File: src/rtl/dut_arb_pkg.sv
// Shared types and constants for the two-master DUT port arbiter.
// The optional ISSUE timeout in dut_port_arbiter is enabled by ARB_TIMEOUT_EN.
package dut_arb_pkg;

    localparam int unsigned ADDR_W             = 3;
    localparam int unsigned NUM_M              = 2;
    localparam int unsigned TIMEOUT_CYCLES_DEF = 16;

    typedef enum logic [1:0] {
        IDLE  = 2'd0,
        ISSUE = 2'd1,
        RESP  = 2'd2
    } arb_state_e;

    typedef struct packed {
        logic              write;
        logic [ADDR_W-1:0] addr;
        logic              wdata;
    } arb_cmd_t;

    function automatic logic [NUM_M-1:0] idx_to_onehot(input logic idx);
        logic [NUM_M-1:0] oh;
        oh      = '0;
        oh[idx] = 1'b1;
        return oh;
    endfunction

endpackage

File: src/rtl/dut_arb_rr.sv
// Two-way round-robin grant: the pointer names the master with priority and
// moves to the non-granted master on every accept.
module dut_arb_rr
    import dut_arb_pkg::*;
(
    input  logic             clk_i,
    input  logic             rst_i,
    input  logic [NUM_M-1:0] req_i,
    input  logic             accept_i,
    output logic             grant_valid_o,
    output logic             grant_idx_o,
    output logic [NUM_M-1:0] grant_oh_o
);

    logic ptr_q;
    logic ptr_d;

    always_comb begin
        grant_valid_o = |req_i;
        grant_idx_o   = ptr_q;
        if (!req_i[ptr_q]) begin
            grant_idx_o = ~ptr_q;
        end
        grant_oh_o = grant_valid_o ? idx_to_onehot(grant_idx_o) : '0;
        ptr_d      = accept_i ? ~grant_idx_o : ptr_q;
    end

    always_ff @(posedge clk_i or posedge rst_i) begin
        if (rst_i) begin
            ptr_q <= 1'b0;
        end else begin
            ptr_q <= ptr_d;
        end
    end

endmodule

File: src/rtl/dut_port_arbiter.sv
// Arbitrates two masters onto a single DUT write/read method port (IDLE/ISSUE/RESP).
// Define ARB_TIMEOUT_EN to abort an ISSUE after TIMEOUT_CYCLES cycles without DUT ready.
module dut_port_arbiter
    import dut_arb_pkg::*;
#(
    parameter int unsigned TIMEOUT_CYCLES = TIMEOUT_CYCLES_DEF
) (
    input  logic                    CLK,
    input  logic                    RST,
    input  logic [NUM_M-1:0]        m_req_valid,
    output logic [NUM_M-1:0]        m_req_ready,
    input  logic [NUM_M-1:0]        m_req_write,
    input  logic [NUM_M*ADDR_W-1:0] m_req_addr,
    input  logic [NUM_M-1:0]        m_req_wdata,
    output logic [NUM_M-1:0]        m_resp_valid,
    output logic                    m_resp_rdata,
    output logic                    m_resp_err,
    output logic [ADDR_W-1:0]       write_address,
    output logic                    write_data,
    output logic                    write_en,
    input  logic                    write_rdy,
    output logic [ADDR_W-1:0]       read_address,
    output logic                    read_en,
    input  logic                    read_data,
    input  logic                    read_rdy,
    output logic                    busy
);

    if (TIMEOUT_CYCLES < 1) begin : g_bad_timeout
        $error("dut_port_arbiter: TIMEOUT_CYCLES must be at least 1");
    end

    arb_state_e       state_q;
    arb_cmd_t         cmd_q;
    logic             grant_q;
    logic [NUM_M-1:0] resp_valid_q;
    logic             resp_rdata_q;

    logic             in_idle;
    logic             in_issue;
    logic             accept;
    logic             fire;
    logic             grant_valid;
    logic             grant_idx;
    logic [NUM_M-1:0] grant_oh;
    arb_cmd_t         req_cmd;

    assign in_idle  = (state_q == IDLE);
    assign in_issue = (state_q == ISSUE);
    // RST gates the accept so m_req_ready stays low for the whole reset window.
    assign accept   = in_idle & ~RST & grant_valid;

    dut_arb_rr u_rr (
        .clk_i         (CLK),
        .rst_i         (RST),
        .req_i         (m_req_valid),
        .accept_i      (accept),
        .grant_valid_o (grant_valid),
        .grant_idx_o   (grant_idx),
        .grant_oh_o    (grant_oh)
    );

    always_comb begin
        req_cmd       = '0;
        req_cmd.write = m_req_write[grant_idx];
        req_cmd.addr  = m_req_addr[ADDR_W*int'(grant_idx) +: ADDR_W];
        req_cmd.wdata = m_req_wdata[grant_idx];
    end

    assign m_req_ready = accept ? grant_oh : '0;

    assign write_en      = in_issue &  cmd_q.write & write_rdy;
    assign read_en       = in_issue & ~cmd_q.write & read_rdy;
    assign fire          = write_en | read_en;
    assign write_address = (in_issue &  cmd_q.write) ? cmd_q.addr : '0;
    assign write_data    = in_issue &  cmd_q.write & cmd_q.wdata;
    assign read_address  = (in_issue & ~cmd_q.write) ? cmd_q.addr : '0;

    assign m_resp_valid  = resp_valid_q;
    assign m_resp_rdata  = resp_rdata_q;
    assign busy          = ~in_idle;

`ifdef ARB_TIMEOUT_EN
    localparam int unsigned TO_W = $clog2(TIMEOUT_CYCLES + 1);

    logic [TO_W-1:0] to_cnt_q;
    logic            timeout;
    logic            resp_err_q;

    assign timeout    = in_issue & ~fire & (to_cnt_q == TO_W'(TIMEOUT_CYCLES - 1));
    assign m_resp_err = resp_err_q;

    always_ff @(posedge CLK or posedge RST) begin
        if (RST) begin
            to_cnt_q <= '0;
        end else if (accept) begin
            to_cnt_q <= '0;
        end else if (in_issue) begin
            to_cnt_q <= to_cnt_q + TO_W'(1);
        end
    end
`else
    assign m_resp_err = 1'b0;
`endif

    always_ff @(posedge CLK or posedge RST) begin
        if (RST) begin
            state_q      <= IDLE;
            cmd_q        <= '0;
            grant_q      <= 1'b0;
            resp_valid_q <= '0;
            resp_rdata_q <= 1'b0;
`ifdef ARB_TIMEOUT_EN
            resp_err_q   <= 1'b0;
`endif
        end else begin
            // Response fields are one-cycle strobes; only the ISSUE exit sets them.
            resp_valid_q <= '0;
            resp_rdata_q <= 1'b0;
`ifdef ARB_TIMEOUT_EN
            resp_err_q   <= 1'b0;
`endif
            case (state_q)
                IDLE: begin
                    if (accept) begin
                        state_q <= ISSUE;
                        grant_q <= grant_idx;
                        cmd_q   <= req_cmd;
                    end
                end
                ISSUE: begin
                    if (fire) begin
                        state_q      <= RESP;
                        resp_valid_q <= idx_to_onehot(grant_q);
                        resp_rdata_q <= read_en & read_data;
                    end
`ifdef ARB_TIMEOUT_EN
                    else if (timeout) begin
                        state_q      <= RESP;
                        resp_valid_q <= idx_to_onehot(grant_q);
                        resp_err_q   <= 1'b1;
                    end
`endif
                end
                RESP: begin
                    state_q <= IDLE;
                end
                default: begin
                    state_q <= IDLE;
                end
            endcase
        end
    end

    a_en_exclusive : assert property (@(posedge CLK) disable iff (RST)
        !(write_en && read_en));
    a_ready_onehot : assert property (@(posedge CLK) disable iff (RST)
        $onehot0(m_req_ready));
    a_resp_onehot  : assert property (@(posedge CLK) disable iff (RST)
        $onehot0(m_resp_valid));

endmodule

File: config.mk
export PLATFORM = sky130hd
export DESIGN_NAME = dut_port_arbiter
export DESIGN_NICKNAME = d
export VERILOG_FILES = /design/src/rtl/dut_arb_pkg.sv /design/src/rtl/dut_arb_rr.sv /design/src/rtl/dut_port_arbiter.sv
export SDC_FILE = /design/constraint.sdc
export NUM_CORES = 1
export LEC_CHECK = 0
export ABC_CLOCK_PERIOD_IN_PS = 3100
export BUFFER_PORTS_ARGS = -buffer_cell sky130_fd_sc_hd__clkbuf_2
export CORE_UTILIZATION = 47
export CTS_CLUSTER_SIZE = 30
export DETAILED_ROUTE_END_ITERATION = 7
export PLACE_DENSITY = 0.82
export SLEW_MARGIN = 15
export SYNTH_ARGS = -nofsm -noshare
export SYNTH_HDL_FRONTEND = slang
export SYNTH_SLANG_ARGS = --single-unit
export TNS_END_PERCENT = 5
File: constraint.sdc
create_clock -name CLK -period 3.1 [get_ports CLK]
set_clock_uncertainty 0.1 [all_clocks]
set_input_delay 0.155 -clock CLK [delete_from_list [all_inputs] [get_ports CLK]]
set_output_delay 0.155 -clock CLK [all_outputs]
set_load 0.02 [all_outputs]
; Word-level counts from Yosys, hierarchy flattened
; Index checks and enable logic that the tools add are counted.
[word_totals]
register_bits = 12
input_bits = 17
out_inout_bits = 16
wordCells = 60
[classes]
multipliers = 1
order_cmp = 5
eq_ne = 3
shifts = 1
n_mux = 22
bitwise = 14
reduce_logical = 6
[ops]
columns = op, n
row1 = 2-to-1 mux 2 bit, 6
row2 = 2-to-1 mux 1 bit, 11
row3 = AND 1 bit, 8
row4 = < comparator 1 x 2 -> 1 bit (second input constant), 3
row5 = 2-to-1 mux 3 bit, 2
row6 = variable part select 6 x 4 -> 3 bit, 1
row7 = inverter 1 bit, 5
row8 = != test 2 x 1 -> 1 bit (second input constant), 2
row9 = one-hot mux 2 bit (2 select lines), 1
row10 = AND reduction 2 bit, 2
row11 = multiplier 2 x 1 -> 3 bit (first input constant), 1
row12 = demux 1 bit (select 1 bit), 2
row13 = equality test 2 x 1 -> 1 bit (second input constant), 1
row14 = greater-or-equal comparator 1 bit (second input constant), 2
row15 = logical AND 1 bit, 2
row16 = logical NOT 2 bit, 1
row17 = OR reduction 2 bit, 1
row18 = bitwise OR 1 bit, 1

; Depth between registers and ports, before layout
; Gate-level depths: netlist (run 1).
[depth]
word_depth = 9
ltp_mapped = 5

; Hierarchy
; Synthesis (run 1) repeated with hierarchy kept, for this count alone.
[unflattened]
hier_cells = 58
area_unflattened_um2 = 650.6
[modules_own_cells]
columns = mod, n_inst, cells_per_inst, area_per_inst_um2
row1 = dut_port_arbiter, 1, 48, 578.1
row2 = dut_arb_rr, 1, 10, 72.6

; Least setup slack after synthesis (run 1)
; No wires, ideal clock.
[synth_path]
kind = register -> output
startpoint = register state_q[1]
endpoint = output port m_req_ready[1]
t_arrival_ps = 1323
slack_ps = 1522
stages_incl_launch_ff = 4
n_path_buf = 0
path_cell_list = dfrtp_1 -> nor3_4 -> nand2_1 -> nor3_1
[synth_via]
elab_chain_cells = 4
[synth_lines]
columns = item, line
row1 = start: declaration, dut_port_arbiter.sv:33  ; arb_state_e state_q;
row2 = start signal: assignment, dut_port_arbiter.sv:108  ; state_q <= IDLE;
row3 = start signal: assignment, dut_port_arbiter.sv:126  ; state_q <= ISSUE;
row4 = start signal: assignment, dut_port_arbiter.sv:133  ; state_q <= RESP;
row5 = logical NOT 2 bit, dut_port_arbiter.sv:48  ; assign in_idle = (state_q == IDLE);
row6 = AND 1 bit (2 in series), dut_port_arbiter.sv:51  ; assign accept = in_idle & ~RST & grant_valid;
row7 = 2-to-1 mux 2 bit, dut_port_arbiter.sv:70  ; assign m_req_ready = accept ? grant_oh : '0;
row8 = end: declaration, dut_port_arbiter.sv:11  ; output logic [NUM_M-1:0] m_req_ready,
; Every way passes these cells.

; Final worst setup path (run 1)
[layout_path]
startpoint = input port RST
endpoint = output port m_req_ready[1]
[layout_via]
elab_chain_cells = 4
[layout_lines]
columns = item, line
row1 = start: declaration, dut_port_arbiter.sv:9  ; input logic RST,
row2 = inverter 1 bit, dut_port_arbiter.sv:51
row3 = AND 1 bit (2 in series), dut_port_arbiter.sv:51
row4 = 2-to-1 mux 2 bit, dut_port_arbiter.sv:70
; Every way passes these cells.

==> reports/metrics.cfg, run 1 <==
[logic_synthesis]
synth_top_area_share=0.455
ys_seq_elements=12
synth_ff_type=dfrtp_1
yosysWarnings=0
synth_edf_count=0
synthCells=71
ys_top_cells_by_count=dfrtp_1, a21oi_1, o21ai_0
syn_area_per_cell_um2=9.30
synth_top_area_cell=dfrtp_1
syn-cell-area_um2=661
synth_area_leaders=dfrtp_1, a21oi_1, a31oi_1
seq_area_frac_synth=0.455
syn-num-nets=88
synth_most_common_cell=dfrtp_1
async_flop_share=1.00
ys_types=23

[setup_path]
criticalPathCategory=input port to output port
slowest_stage=dlygate4sd3_1
reg2reg_slack_ns=1.58
cp_max_fo=8
cp.arrival_ns=1.63
critPathCaptureType=output port
path_cells=dlygate4sd3_1 > clkbuf_2 > nor3_4 > nand2_1 > nor3_1 > clkbuf_2
cp.required_ns=2.84
cpPeakStageDelay_ns=0.53
crit_family=buffers and inverters
critPathBufInv=3
path_common_cell=clkbuf_2
start_kind=input port

[final_layout]
utilization=0.651
fin_nets=121
drive_gt1_frac=0.379
syn_to_final_growth_pct=28.2
final_area_um2=847
antenna_cells=0

[pwr]
power.leakage_nw=0.436
p_total_mw=0.808
p_per_area_nw_per_um2=954
irDropWorstVdd_v=0.000400

[timing]
fin_setup_tns_ns=0
slew_violations=0
finalHoldViolCount=0
rsz0062_at_grt=false
finalSetupViolCount=0
finalWorstSetupSlack_ns=1.21
period_needed_ns=1.89
finalCritPeriodShare=0.609
fmax_mhz=529

[die]
start_util=0.508
dieArea_um2=1560
core_um2=1300
io_pins=33
die_w_um=39.5
die_h_um=39.5
rows=13

[job]
maxCapViolations=0

[clock_network]
cts_tree=done
cts_hold_buf=1
cts-root-buf=clkbuf_4
cts_max_level=1
cts_sinks=12
cts.path.max_buffers=2
cts_resized=0
numCtsBuffers=3
cts_setup_buffers=0
clock_latency_ns=0.27
clkTransAtPathRegs_ns=0.07

[placed_design]
dpl_cell_area_um2=801
port_buffers=31
dp_hpwl_mm=1.08
place_congestion=0.812
pre_cts_ws_ns=1.56

[route]
via_count=612
wl_per_cell_um=11.4
viasPerCell=5.19
ant_nets=0
wl_mm=1.35
drc=0
first_pass_iters=4
drt_iter0_markers=9

[hold_path]
min_path_type=input port to flop

[global_route]
grtUsageTotal=0.200
antenna_found_initial=0
grt_remaining_overflow=0
first_global_vias=499
grt_pass1_wl_mm=2.04
grt_max_degree=13

[run_status]
status=complete, no violations

==> logic make-up (layout without fill, tap and decap cells) <==
family	after synthesis	after routing	synth area share
and+or+nand+nor	33	33	0.307
AOI/OAI and AO/OA	19	19	0.153
DFF	12	12	0.455
buffers and inverters	5	37	0.0568
other	1	1	0.00568
muxes	1	1	0.0227
==> registers in the layout, summed over array words and instances, names as in the netlist <==
register and flops:
grant_q 1, cmd_q 5, m_resp_valid 2, m_resp_rdata 1, u_rr.ptr_q 1, state_q 2
==> layer usage <==
layer | GRT usage | routed length (um)
met1 | 0.246 | 575
met2 | 0.332 | 670
met3 | 0.0170 | 81
met4 | 0.129 | 18
met5 | 0 | 0
==> worst paths after layout <==
path,from,endpoint,cells past startpoint
worst max-delay path,RST,m_req_ready[1],6
worst min-delay path,read_data,m_resp_rdata,2
worst max register to register,state_q[1],grant_q,3
worst min register to register,grant_q,m_resp_valid[0],1
max in group asynchronous,RST,m_resp_valid[0],3
min in group asynchronous,RST,state_q[1],3
==> area by class of cell <==
class                           count  area (um2)
Inverter                            1        3.75
Multi-Input combinational cell     54         323
Tap cell                           15        18.8
Clock buffer                        4        36.3
Timing Repair Buffer               32         165
Fill cell                         122         454
Sequential cell                    12         300
==> through the flow <==
stage,hold slack [ns],std cells
after CTS,0.00813,118
after detailed placement,0.102,113
after global placement,0.0930,113
after global routing,0.0152,118
final,0.0153,118
after floorplan,-0.0803,71
==> where the power goes <==
part | switching, mW | total (mW) | internal, mW | leakage (nW)
Clock | 0.0515 | 0.123 | 0.0713 | 0.0210
Sequential | 0.0639 | 0.288 | 0.224 | 0.145
Combinational | 0.235 | 0.398 | 0.163 | 0.270
Total | 0.351 | 0.808 | 0.458 | 0.436
==> layout by cell type (no fill, tap or decap), types with 2 or more instances in the layout <==
cell and count:
dfrtp_1 12, nand2b_1 4, nand2_1 2, and2_1 2
clkbuf_4 3, nand3_1 5, o21ai_0 6, nor3b_1 3
nor2_1 3, clkbuf_2 31, a21oi_1 8, and3_1 5
a31oi_1 5, nor2b_1 4
Note: power is estimated with default switching activity, not from simulation.
==> run 2: changes to the inputs <==
ABC_CLOCK_PERIOD_IN_PS = 1600   (was 3100)
CORE_UTILIZATION = 39   (was 47)
PLACE_DENSITY = 0.73   (was 0.82)
clock period = 1.6 ns   (was 3.1 ns; I/O delays follow)
==> reports/metrics.cfg, run 2 (synthesis gave the netlist of run 1 again) <==
[run_status]
status=complete, no violations

[clock_network]
numCtsBuffers=3
clkTransAtPathRegs_ns=0.06
cts_sinks=12
cts_max_level=1
cts-root-buf=clkbuf_4
cts_tree=done
cts.path.max_buffers=2
clock_latency_ns=0.26

[final_layout]
final_cell_mix=clkbuf_2, dlygate4sd3_1, dfrtp_1
top_register=cmd_q
ff_latch_area_um2=302
instances_no_fill=133
multi_input_area_um2=338
antenna_cells=0
nFillCells=141
fin_nets=136
syn_to_final_growth_pct=50.4
largest_register_ff_count=5
drive_gt1_frac=0.402
layout_commonest_cell=clkbuf_2

[route]
wl_met3_um=122
wl_met2_um=839
ant_nets=0
wl_per_cell_um=13.7
top_layer=met4
first_pass_iters=4
viasPerCell=5.21
drt_iter0_markers=27
drc=0
wl_mm=1.82
drt-met1-wl_um=801
via_count=693

[die]
dieArea_um2=1860
die_h_um=43.2
die_w_um=43.2
core_um2=1540
rows=14
start_util=0.429
io_pins=33

[global_route]
grtUsageTotal=0.209
grt_remaining_overflow=0
grt_pass1_wl_mm=2.84
grt_max_degree=13
first_global_vias=640
antenna_found_initial=0

[placed_design]
dp.cells=117
port_buffers=31
dp_hpwl_mm=1.17
pre_cts_ws_ns=0.194
place_congestion=0.803

[setup_path]
criticalPathCategory=flop to output port
critPathCaptureType=output port
cp_max_fo=5
cp.arrival_ns=1.34
reg2reg_slack_ns=0.08
cp.required_ns=1.42
start_kind=flop

[pwr]
p_per_area_nw_per_um2=1640
p_total_mw=1.63
irDropWorstVdd_v=0.000743
power.leakage_nw=0.502

[timing]
finalHoldViolCount=0
slew_violations=0
finalCritPeriodShare=0.952
fmax_mhz=657
rsz0062_at_grt=false
finalWorstSetupSlack_ns=0.0775
fin_setup_tns_ns=0
period_needed_ns=1.52
finalSetupViolCount=0
hold-worst-slack_ns=0.0225

[job]
maxCapViolations=0

[hold_path]
min_path_type=input port to flop

[run 2: final timing paths]
check                      cells after the start  startpoint         endpoint
setup / recovery                               3  state_q[0]       write_data
hold / removal                                 3   write_rdy       state_q[1]
setup reg to reg                               4  state_q[0]          grant_q
hold reg to reg                                1     grant_q  m_resp_valid[0]
max in group asynchronous                      3         RST       state_q[0]
min in group asynchronous                      3         RST       u_rr.ptr_q
[run 2: metal layers]
layer | vias to the layer above | GRT usage
met4 | 0 | 0.133
met1 | 312 | 0.255
met2 | 36 | 0.334
met3 | 4 | 0.0383
li1 | 341 | -
met5 | - | 0
[run 2: layout make-up]
type / instances / area share
clock buffers: 3 / 0.0227
inverters: 1 / 0.00378
multi-input cells: 54 / 0.340
flip-flops and latches: 12 / 0.304
well taps: 16 / 0.0202
repair buffers: 47 / 0.310
[run 2: what timing repair did]
item                       4_1_cts  5_1_grt
resized for setup                1        8
pin swaps                        1        2
setup endpoints to repair        1        8
hold buffers                    12        0
hold endpoints to repair        18        0
setup buffers                    1        0
[run 2: critical path: stages (launching register included)]
cell and delay [ns]:
dfrtp_2 0.41, nor2b_1 0.30, and3_1 0.21, clkbuf_2 0.16
[run 2: through the flow]
step / utilization / instance area (um2)
global placement: 0.535 / 825
global route: 0.644 / 993
finish: 0.644 / 993
CTS: 0.634 / 977
detailed placement: 0.535 / 825
floorplan: - / 661
[run 2: power by group]
group | internal (mW) | leakage, nW | switching (mW) | total (mW)
logic | 0.385 | 0.345 | 0.504 | 0.890
clock network | 0.0868 | 0.0138 | 0.0850 | 0.172
registers | 0.437 | 0.144 | 0.129 | 0.566
total | 0.909 | 0.502 | 0.718 | 1.63
==> run 3: changes to the inputs <==
CORE_ASPECT_RATIO = 0.75   (was default)
CORE_UTILIZATION = 30   (was 39)
PLACE_DENSITY = default   (was 0.73)
SYNTH_HIERARCHICAL = 1   (was default)
==> reports/metrics.cfg, run 3 <==
[logic_synthesis]
syn-cell-area_um2=651
synth_compound_area_frac=0.0481
synthCells=58
synthAdderAreaFrac=0
muxShareOfSynthArea=0.206
syn_area_per_cell_um2=11.2
synth_top_area_share=0.462
synth_ff_type=dfrtp_1
yosys.area_share.simple=0.244
yosysWarnings=6
ys_types=23
ys_top_cells_by_count=dfrtp_1, mux2_2, and2_1, and3_1, inv_1
synth_edf_count=0
async_flop_share=1.00
synth_top_family_by_area=simple AND/OR/NAND/NOR gates
synth_top_area_cell=dfrtp_1
seq_area_frac_synth=0.462
syn-num-nets=75
synth_xor_area_frac=0
ys_seq_elements=12
synth_area_leaders=dfrtp_1, mux2_2, and2_1
synth_most_common_cell=dfrtp_1

[global_route]
first_global_vias=580
grt_pass1_wl_mm=2.48
grt_max_degree=12
antenna_found_initial=0
grtUsageTotal=0.141
grt_remaining_overflow=0

[route]
ant_nets=0
via_count=569
drt_iter0_markers=32
viasPerCell=4.59
wl_per_cell_um=11.8
wl_mm=1.46
first_pass_iters=3
drc=0

[placed_design]
place_congestion=0.721
dp_hpwl_mm=1.04
port_buffers=31

[clock_network]
cts-root-buf=clkbuf_4
clkTransAtPathRegs_ns=0.08
cts.path.max_buffers=2
clock_latency_ns=0.28
cts_sinks=12
cts_tree=done
numCtsBuffers=3
cts_max_level=1

[timing]
period_needed_ns=1.57
fin_setup_tns_ns=0
rsz0062_at_grt=true
finalSetupViolCount=0
finalHoldViolCount=0
hold-worst-slack_ns=0.0443
finalCritPeriodShare=0.982
fmax_mhz=636
slew_violations=0

[die]
dieArea_um2=2360
io_pins=33
die_w_um=55.8
rows=14
core_um2=2030
start_util=0.320
die_h_um=42.3

[final_layout]
final_cell_mix=clkbuf_2, dfrtp_1, mux2_4, and3_1
drive_gt1_frac=0.590
fin_nets=118
antenna_cells=0
utilization=0.491
syn_to_final_growth_pct=53.3
top_register=cmd_q
largest_register_ff_count=5
layout_commonest_cell=clkbuf_2

[pwr]
power.leakage_nw=0.551
p_total_mw=1.62
irDropWorstVdd_v=0.000988
p_per_area_nw_per_um2=1620

[setup_path]
cp.required_ns=1.42
start_kind=flop
cp_max_fo=5
criticalPathCategory=flop to output port
critPathCaptureType=output port
cp.arrival_ns=1.39

[run_status]
status=complete, no violations

[job]
maxCapViolations=0

[hold_path]
min_path_type=input port to flop

==> run 3: changes by cell type in the layout (fill, tap and decap cells not counted), sizes merged, moves of 2 or more <==
cell	previous run	this run
a21oi	8	1
a31oi	5	1
and2	3	7
dlygate4sd3	12	4
inv	1	3
mux2	1	11
nand2b	4	1
nand3	5	0
nor2	3	1
nor2b	4	0
o21ai	6	1
==> run 3: path summary, 6_finish.rpt <==
check	start	depth (start not counted)	slack [ns]	end
worst max-delay path	state_q[0]	4	0.03	m_req_ready[1]
worst min-delay path	m_req_valid[0]	3	0.04	u_rr/ptr_q
worst max register to register	state_q[0]	4	0.03	cmd_q[1]
worst min register to register	grant_q	1	0.37	m_resp_valid[0]
max in group asynchronous	RST	3	0.79	cmd_q[4]
min in group asynchronous	RST	3	0.13	u_rr/ptr_q
==> run 3: cell type report <==
class                           instances  area, um2
Clock buffer                            4       36.3
Fill cell                             201       1030
Inverter                                3       11.3
Multi-Input combinational cell         41        362
Sequential cell                        12        303
Tap cell                               24       30.0
Timing Repair Buffer                   40        255
==> run 3: per-layer routing <==
layer  global-route usage  vias to the layer above  part of all wire
met2                0.207                       22              0.41
met4               0.0600                        0             0.012
met3               0.0586                        4             0.066
met1                0.181                      257              0.51
met5                    0                        -                 0
li1                     -                      286                 -
==> run 3: cell families after synthesis <==
logic type,count (synthesis)
compound gates,5
buf+inv,5
flops,12
mux,12
simple gates,23
other cells,1
==> run 3: worst max-delay path, stage by stage, from the launching register on <==
cell and delay, ns:
dfrtp_2 0.45, nor4b_4 0.29, buf_6 0.14, and2_4 0.14, buf_8 0.10
==> run 3: metrics by stage <==
stage / area [um2] / setup slack, ns / std cells
floorplan: 651 / 0.0159 / 58
global placement: 847 / 0.0599 / 114
detailed placement: 847 / 0.0481 / 114
CTS: 955 / 0.00656 / 124
global route: 997 / -0.0452 / 124
finish: 997 / 0.0287 / 124
==> run 3: timing repair <==
action                                 4_1_cts  5_1_grt
pin swaps                                    1        3
gates resized for setup                      4       17
endpoints found under the hold margin       14        0
setup buffers                                2        0
hold buffers                                 4        0
setup endpoints to repair                    2       16
==> run 3: where the power goes <==
part           internal, mW  total [mW]  switching (mW)  leakage, nW
sequential            0.436       0.559           0.123        0.147
combinational         0.436       0.814           0.378        0.383
clock                 0.138       0.245           0.107       0.0210
